`config.mk`:
```
export PLATFORM = sky130hd
export DESIGN_NAME = gearbox_22_20_flat
export DESIGN_NICKNAME = d
export VERILOG_FILES = /design/src/rtl/gearbox_22_20_if.sv /design/src/rtl/gearbox_22_20.sv /design/src/flat_wrapper.sv
export SDC_FILE = /design/constraint.sdc
export NUM_CORES = 1
export LEC_CHECK = 0
export CORE_MARGIN = 4
export CORE_UTILIZATION = 57
export DETAILED_ROUTE_END_ITERATION = 16
export PLACE_DENSITY_LB_ADDON = 0.08
export SYNTH_ARGS = -nofsm -noshare
export SYNTH_HDL_FRONTEND = slang
export SYNTH_SLANG_ARGS = --single-unit
```
`constraint.sdc`:
```
create_clock -name clk -period 3.9 [get_ports clk]
set_clock_uncertainty 0.05 [all_clocks]
set_input_delay 0.585 -clock clk [delete_from_list [all_inputs] [get_ports clk]]
set_output_delay 0.585 -clock clk [all_outputs]
set_load 0.02 [all_outputs]
```
`src/rtl/gearbox_22_20_if.sv`:
```
// Stream bundle for the 22->20 transmit gearbox: 22-bit words in, 20-bit words out.
// The master drives din/din_valid, and the slave (the gearbox) drives the rest.
interface gearbox_22_20_if;
    logic [21:0] din;
    logic        din_valid;
    logic        din_ready;
    logic [19:0] dout;
    logic        dout_valid;

    modport master (
        output din, din_valid,
        input  din_ready, dout, dout_valid
    );

    modport slave (
        input  din, din_valid,
        output din_ready, dout, dout_valid
    );
endinterface

```
`src/rtl/gearbox_22_20.sv`:
```
// Transmit gearbox: packs 22-bit words into a 42-bit bit buffer, lsbit first, and emits 20-bit words.
// Optional macro GB_SLIP_EN adds a slip input that drops the oldest buffered bit, for link alignment.
module gearbox_22_20 (
    input  logic            clk,
    input  logic            arst_n,
`ifdef GB_SLIP_EN
    input  logic            slip,
`endif
    gearbox_22_20_if.slave  bus
);
    localparam int IN_W  = 22;
    localparam int OUT_W = 20;
    localparam int BUF_W = 42;

    logic [BUF_W-1:0] storage;
    logic [BUF_W-1:0] storage_s;
    logic [BUF_W-1:0] din_ext;
    logic [BUF_W-1:0] keep_mask;
    logic [BUF_W-1:0] buf_a;
    logic [5:0]       count;
    logic [5:0]       count_s;
    logic [5:0]       c1;
    logic [OUT_W-1:0] dout_q;
    logic             dout_valid_q;
    logic             accept;
    logic             emit;

    // Ready looks only at the registered count, so it is never combinational from din_valid or slip.
    assign bus.din_ready  = (count < 6'd20);
    assign accept         = bus.din_valid & bus.din_ready;
    assign bus.dout       = dout_q;
    assign bus.dout_valid = dout_valid_q;

`ifdef GB_SLIP_EN
    logic do_slip;
    assign do_slip   = slip & (count != 6'd0);
    assign storage_s = do_slip ? (storage >> 1) : storage;
    assign count_s   = count - {5'd0, do_slip};
`else
    assign storage_s = storage;
    assign count_s   = count;
`endif

    // Bits at and above count_s are stale and are masked off before the new word is merged in.
    assign din_ext   = {{(BUF_W-IN_W){1'b0}}, bus.din};
    assign keep_mask = ~({BUF_W{1'b1}} << count_s);
    assign buf_a     = accept ? ((storage_s & keep_mask) | (din_ext << count_s)) : storage_s;
    assign c1        = count_s + (accept ? 6'd22 : 6'd0);
    assign emit      = (c1 >= 6'd20);

    always_ff @(posedge clk or negedge arst_n) begin
        if (!arst_n) begin
            storage      <= '0;
            count        <= '0;
            dout_q       <= '0;
            dout_valid_q <= 1'b0;
        end else if (emit) begin
            dout_q       <= buf_a[OUT_W-1:0];
            storage      <= buf_a >> OUT_W;
            count        <= c1 - 6'd20;
            dout_valid_q <= 1'b1;
        end else begin
            storage      <= buf_a;
            count        <= c1;
            dout_valid_q <= 1'b0;
        end
    end
endmodule

```
`src/flat_wrapper.sv`:
```
// flat-port wrapper written by rule: the top's interface ports become plain ports
module gearbox_22_20_flat 
  (clk, arst_n, bus_din, bus_din_valid, bus_din_ready, bus_dout, bus_dout_valid);
  gearbox_22_20_if bus_i ();
  input  logic clk;
  input  logic arst_n;
  input wire logic [$bits(bus_i.din)-1:0] bus_din;
  input wire logic [$bits(bus_i.din_valid)-1:0] bus_din_valid;
  output wire logic [$bits(bus_i.din_ready)-1:0] bus_din_ready;
  output wire logic [$bits(bus_i.dout)-1:0] bus_dout;
  output wire logic [$bits(bus_i.dout_valid)-1:0] bus_dout_valid;
  assign bus_i.din = bus_din;
  assign bus_i.din_valid = bus_din_valid;
  assign bus_din_ready = bus_i.din_ready;
  assign bus_dout = bus_i.dout;
  assign bus_dout_valid = bus_i.dout_valid;
  gearbox_22_20 u_core (.clk(clk), .arst_n(arst_n), .bus(bus_i));
endmodule
```
* Word level (Yosys, flattened, before mapping) *
Cells that the tools add are included.

word-level totals
  input bits = 25
  register bits after elaboration = 69
  logic and storage cells = 19
  output and inout bits = 22

cells by class
  bitwise logic cells = 4
  shift operators = 2
  add/sub/neg operators = 2
  mux-type cells = 5
  magnitude comparators = 2

operator list
  cell                                                                                 count
  42-bit two-way mux                                                                   2
  42-bit bitwise AND                                                                   1
  42-bit inverter                                                                      1
  42-bit OR                                                                            1
  22-bit by 6-bit << shifter with 42-bit output                                        1
  42-bit by 6-bit << shifter with 42-bit output, first input constant                  1
  6-bit adder                                                                          1
  6-bit by 5-bit greater-or-equal comparator with 1-bit output, second input constant  1
  6-bit by 5-bit less-than comparator with 1-bit output, second input constant         1
  6-bit two-way mux                                                                    1
  6-bit by 5-bit subtractor with 6-bit output, second input constant                   1
  5-bit two-way mux                                                                    1
  1-bit bitwise AND                                                                    1
  1-bit two-way mux                                                                    1

* Depth between registers and ports, before layout *
Gate-level depths: netlist of run 1.

  depth in word-level cells = 6
  gate-level depth with buffers = 16
  depth with buffers taken out = 11

* Worst setup path after synthesis of run 1 *
No wires, ideal clock.

  path kind = input port to flip-flop
  start = input port bus_din_valid
  end = register u_core.dout_q[10] (netlist: u_core.bus.dout[10])
  path buffers = 4
  arrival time = 3.032 ns
  library setup time = 0.125 ns
  stages on the path = 15
  path slack = 0.693 ns
  data required time = 3.725 ns
  cell sequence = nand2b_1 buf_6 nor2_4 buf_2 ha_1 inv_1 fa_1 xor2_1 ha_1 inv_1 a21oi_1 o21bai_2 buf_6 buf_6 mux2_4

between the ends
  word-level cells in the longest chain between the ends = 4
  elaborated cells on any way between the ends = 5
  those cells by class = 1 x add/sub; 1 x order compare; 2 x mux; 1 x bitwise

RTL lines
  what                                                          line                 source
  start: declaration                                            flat_wrapper.sv:8    input wire logic [$bits(bus_i.din_valid)-1:0] bus_din_valid;
  1-bit bitwise AND *                                           gearbox_22_20.sv:30  assign accept = bus.din_valid & bus.din_ready;
  5-bit two-way mux                                             gearbox_22_20.sv:48  assign c1 = count_s + (accept ? 6'd22 : 6'd0);
  6-bit adder                                                   gearbox_22_20.sv:48
  6-bit by 5-bit greater-or-equal comparator with 1-bit output  gearbox_22_20.sv:49  assign emit = (c1 >= 6'd20);
  end signal: assignment                                        gearbox_22_20.sv:58  dout_q <= buf_a[OUT_W-1:0];
  end: declaration                                              gearbox_22_20.sv:23  logic [OUT_W-1:0] dout_q;

Every way passes the cells marked *; elsewhere a longest branch is shown, timed or not.
A chain may end at the register's enable or synchronous reset.

* Final worst setup path of run 1 *
  start = input port bus_din_valid
  end = register u_core.dout_q[19] (netlist: u_core.bus.dout[19])

The elaborated chain is that of the path after synthesis.

==> results of run 1 <==
==> worst max path at each step <==
stage / startpoint / cells past startpoint / end
floorplan: bus_din_valid / 15 / u_core.bus.dout[10]
global placement: bus_din_valid / 13 / u_core.bus.dout[5]
detailed placement: bus_din_valid / 13 / u_core.bus.dout[19]
CTS: bus_din_valid / 13 / u_core.bus.dout[19]
global route: bus_din_valid / 13 / u_core.bus.dout[19]
finish: bus_din_valid / 13 / u_core.bus.dout[19]
==> sequential cells by signal, indices dropped and copies added, names as in the netlist <==
name,flops
u_core.storage,42
u_core.bus.dout,20
u_core.count,5
u_core.bus.dout_valid,1
==> report_power, final <==
part / internal [mW] / switching (mW) / total (mW)
combinational: 1.61 / 1.82 / 3.43
sequential: 0.997 / 0.113 / 1.11
clock: 0.296 / 0.258 / 0.554
total: 2.90 / 2.19 / 5.10
==> per-stage QoR <==
stage / power [mW] / util, % / hold WS, ns
2_1_floorplan: 3.72 / - / 0.239
3_3_place_gp: 4.45 / 65.4 / 0.428
3_5_place_dp: 4.50 / 65.4 / 0.441
4_1_cts: 5.08 / 68.0 / 0.271
5_1_grt: 5.41 / 68.0 / 0.288
6_report: 5.10 / 68.0 / 0.240
==> layout by cell type, fill, tap and decap left out, drive strengths merged, types with 3 or more instances in the layout <==
cell            n
a21oi          12
a221o           4
a221oi          5
a222oi          5
a22o            3
a22oi           4
a31oi           5
buf            13
clkbuf         12
clkdlybuf4s50  45
dfrtp          68
ha              4
inv            17
mux2           47
mux2i          39
nand2          21
nand2b          3
nand3           5
nand3b          3
nor2           30
nor2b          14
nor3            4
o21ai          17
o221ai          5
o22ai           6
o2bb2ai         5
xnor2           3
==> metal layers <==
layer	GRT usage, %	share of wire, %
met5	0	0
met4	11.1	3.4
met2	39.9	44
met3	7.21	9.0
met1	36.4	43
==> cell families (layout without fill, tap and decap cells) <==
group	after synthesis	count (layout)	synth area share, %
compound gates	84	84	14.2
fa+ha+maj	5	5	1.65
simple gates	93	93	11.7
buf+inv	41	90	6.08
flops	68	68	40.1
xor+xnor	4	4	0.826
mux	88	88	25.3
==> worst max-delay path, cell delays in order <==
cell and delay [ns]:
clkdlybuf4s50_1 0.52, nand2b_1 0.12, nor2_4 0.12, ha_1 0.16, inv_1 0.06, fa_1 0.46, xor2_1 0.18, ha_1 0.21
inv_1 0.10, a21oi_1 0.08, o21bai_4 0.30, buf_12 0.25, mux2_2 0.36
==> area by class of cell <==
class | instances | share of cell area, %
Multi-Input combinational cell | 274 | 46.4
Inverter | 16 | 1.22
Sequential cell | 68 | 34.5
Clock inverter | 4 | 0.990
Tap cell | 99 | 2.51
Timing Repair Buffer | 58 | 11.6
Clock buffer | 12 | 2.74
==> qor.yml, run 1 <==
yosys:
  synthTopCellsByCount: "dfrtp_1 (68), mux2i_1 (38), nor2_1 (29)"
  yosysWarnings: 0
  ys_seq_elements: 68
  synth_edf_count: 0
  synth_area_leaders: "dfrtp_1 (40%), mux2_4 (9.2%), mux2i_1 (9.0%)"
  synthesis.area_um2: 4240
  yosysTopAreaCell: "dfrtp_1"
  yosysUniqueCellTypes: 60
  syn_nets: 413
  yosysSeqAreaShare_pct: 40.1
  synthCells: 383
  synth_top_area_share_pct: 40.1
  post-synth-top-count-cell: "dfrtp_1"
  async_flop_share_pct: 100
  synth_ff_type: "dfrtp_1"
  syn_area_per_cell_um2: 11.1
floorplanning:
  die_area_um2: 8890
  core-area_um2: 7250
  die_w_um: 94.3
  die_h_um: 94.3
  io_pins: 47
  initial_core_util_pct: 58.5
  rows: 31
sta:
  finalSetupTns_ns: 0
  drv_slew: 0
  hold_viol: 0
  min_period_ns: 3.35
  fmax_mhz: 298
  setup_slack_ns: 0.549
  setup_viol_count_final: 0
  tightest_slew_ns: 0.777
  slew_headroom_pct: 46.8
  min_period_over_period_pct: 85.9
  rsz0062_at_grt: "no"
critical_path:
  worst_setup_path_start_kind: "primary input"
  worstSetupPathType: "primary input to flip-flop"
  cp-end-kind: "flip-flop"
  required_ns: 4.07
  reg2reg_from: "u_core.count[5]"
  crit_arrival_ns: 3.52
  cp_max_fo: 28
  r2r_cells: 12
  rrSetupSlack_ns: 0.62
  worstReg2RegEnd: "u_core.bus.dout[19]"
placement:
  dp_slack_ns: 0.231
  io_buffers: 46
  place_inst: 515
  place_hpwl_um: 8050
  gp_routability_congestion: 0.961
  dpl_cell_area_um2: 4750
finish:
  fillers: 580
  multi_input_area_um2: 2290
  num_antenna_cells: 0
  layout.cells.non_filler: 531
  final_nets: 457
  syn_to_final_growth_pct: 16.2
  drive_gt1_share_pct: 20.1
  stdcell_area_um2: 4930
  ff_latch_area_um2: 1700
global_route:
  grt_usage_pct: 26.6
  first_global_vias: 3324
  grt_overflow: 0
  grt_max_degree: 39
  antenna_found_initial: 0
  grt_pass1_wl_um: 17700
flow_run:
  cap_violations: 0
cts:
  cts.sinks: 68
  cts_buffer_depth: 2
  cts-buffers-inserted: 9
  htree_levels: 3
  hold_buffers: 0
  post-cts-setup-buffer-count: 0
  clock_latency_ns: 0.34
  cts_resized: 0
  clk_pin_slew_ns: 0.07
  root_buffer: "clkbuf_8"
  cts_tree: "yes"
detailed_routing:
  wl_per_cell_um: 21.1
  drt_iter0_markers: 486
  via_count: 3340
  via_per_inst: 6.29
  drtPass1Iterations: 6
  drc: 0
  antenna_left: 0
  wirelength_um: 11200
run_status:
  status: "complete, no violations"
power_and_ir_drop:
  p_per_area_nw_per_um2: 1030
  ir_worst_vdd_mv: 1.01
  p_leak_nw: 2.22
min_path:
  hold_class: "primary input to asynchronous set/reset pin"
(Power assumes the default switching activity.)
==> inputs of run 2 (changes only) <==
==> constraint.sdc (replaced) <==
create_clock -name clk -period 3.8 [get_ports clk]
set_clock_uncertainty 0.05 [all_clocks]
set_input_delay 0.57 -clock clk [delete_from_list [all_inputs] [get_ports clk]]
set_output_delay 0.57 -clock clk [all_outputs]
set_load 0.02 [all_outputs]
==> qor.yml, run 2 (synthesis gave the netlist of run 1 again) <==
run_status:
  status: "complete, no violations"
sta:
  setup_slack_ns: 0.579
  min_period_ns: 3.22
  hold_viol: 0
  drv_slew: 0
  fmax_mhz: 310
  setup_viol_count_final: 0
  rsz0062_at_grt: "no"
  finalSetupTns_ns: 0
  tightest_slew_ns: 1.09
  min_period_over_period_pct: 84.8
  slew_headroom_pct: 27.5
detailed_routing:
  via_count: 3346
  drc: 0
  drtPass1Iterations: 6
  via_per_inst: 6.29
  wirelength_um: 11400
  antenna_left: 0
  wl_per_cell_um: 21.4
  drt_iter0_markers: 400
finish:
  drive_gt1_share_pct: 20.3
  ff_latch_area_um2: 1700
  mostFrequentLayoutCells: "dfrtp_1 (68), clkdlybuf4s50_1 (45), mux2i_1 (38)"
  final_nets: 458
  fillers: 553
  syn_to_final_growth_pct: 17.0
  num_antenna_cells: 0
  final_common_cell: "dfrtp_1"
  final_util_pct: 68.4
  multi_input_area_um2: 2290
  largest_reg_flops: 42
  top_register: "u_core.storage"
cts:
  hold_buffers: 0
  post-cts-setup-buffer-count: 0
  htree_levels: 3
  cts_tree: "yes"
  cts.sinks: 68
  cts-buffers-inserted: 9
  cts_buffer_depth: 2
  clk_pin_slew_ns: 0.08
  root_buffer: "clkbuf_8"
  clock_latency_ns: 0.35
  cts_resized: 0
critical_path:
  required_ns: 3.98
  crit_chain: "clkdlybuf4s50_1, nand2b_1, nor2_4, ha_1, inv_1, fa_1, xor2_1, ha_1, inv_1, a21oi_1, o21bai_4, buf_12, mux2_2"
  cp-end-kind: "flip-flop"
  cp_max_fo: 31
  worst_setup_path_start_kind: "primary input"
  path_buf_inv: 4
  crit_arrival_ns: 3.40
  worstSetupPathType: "primary input to flip-flop"
  crit_path_max_incr_delay_ns: 0.53
  cp_top_family: "buffers and inverters"
  slowest_stage: "clkdlybuf4s50_1"
global_route:
  first_global_vias: 3387
  use_met3_pct: 6.65
  grt-busiest-layer: "met2"
  grtUsageMet2_pct: 40.5
  grt_pass1_wl_um: 18000
  grtUsageMet1_pct: 37.5
  grt_usage_pct: 27.0
  grt_max_degree: 49
  antenna_found_initial: 0
  grt_overflow: 0
floorplanning:
  die_h_um: 94.3
  die_w_um: 94.3
  die_area_um2: 8890
  io_pins: 47
  core-area_um2: 7250
  rows: 31
  initial_core_util_pct: 58.5
placement:
  io_buffers: 46
  dp_slack_ns: 0.237
  gp_routability_congestion: 0.929
  place_hpwl_um: 8210
power_and_ir_drop:
  ir_worst_vdd_mv: 0.538
  p_per_area_nw_per_um2: 1080
  power_mw: 5.33
  p_leak_nw: 2.24
flow_run:
  cap_violations: 0
min_path:
  hold_class: "primary input to asynchronous set/reset pin"
==> run 2: cell count changes in the layout (fill, tap and decap cells not counted) <==
cell / previous run / this run
clkinv_2: 2 / 1
buf_4: 10 / 11
inv_6: 1 / 0
clkinv_4: 0 / 1
bufinv_16: 1 / 2
==> run 2: metal layers <==
layer  vias to the layer above  part of all wire, %
met5                         -                    0
met4                         0                  3.5
met3                        33                  8.5
met2                       170                   44
met1                      1646                   44
li1                       1497                    -
==> run 2: final timing paths <==
path                                     from                  end  slack (ns)  cells after the start
max                             bus_din_valid   u_core.bus.dout[7]        0.58                     13
min in group clk           u_core.storage[40]   u_core.storage[40]        0.45                      2
max in group asynchronous              arst_n   u_core.storage[32]        2.54                      2
min                                    arst_n  u_core.bus.dout[10]        0.36                      1
min reg2reg                u_core.storage[40]   u_core.storage[40]        0.45                      2
max reg2reg                   u_core.count[2]   u_core.bus.dout[7]        0.68                     10
==> run 2: final cells by class <==
type | instances | share of cell area, %
Multi-Input combinational cell | 274 | 46.1
Sequential cell | 68 | 34.3
Timing Repair Buffer | 59 | 11.6
Clock buffer | 12 | 2.72
Tap cell | 99 | 2.50
Clock inverter | 4 | 1.49
Inverter | 16 | 1.21
==> run 2: power breakdown <==
| group | switching [mW] | internal, mW |
|---|---|---|
| logic | 1.90 | 1.65 |
| registers | 0.114 | 1.02 |
| clock network | 0.271 | 0.371 |
==> run 2: per-stage QoR <==
| step | cell area [µm²] | std cells | hold slack (ns) |
|---|---|---|---|
| 2_1_floorplan | 4240 | 383 | 0.224 |
| 3_3_place_gp | 4750 | 516 | 0.428 |
| 3_5_place_dp | 4750 | 516 | 0.439 |
| 4_1_cts | 4960 | 532 | 0.396 |
| 5_1_grt | 4960 | 532 | 0.431 |
| 6_report | 4960 | 532 | 0.358 |
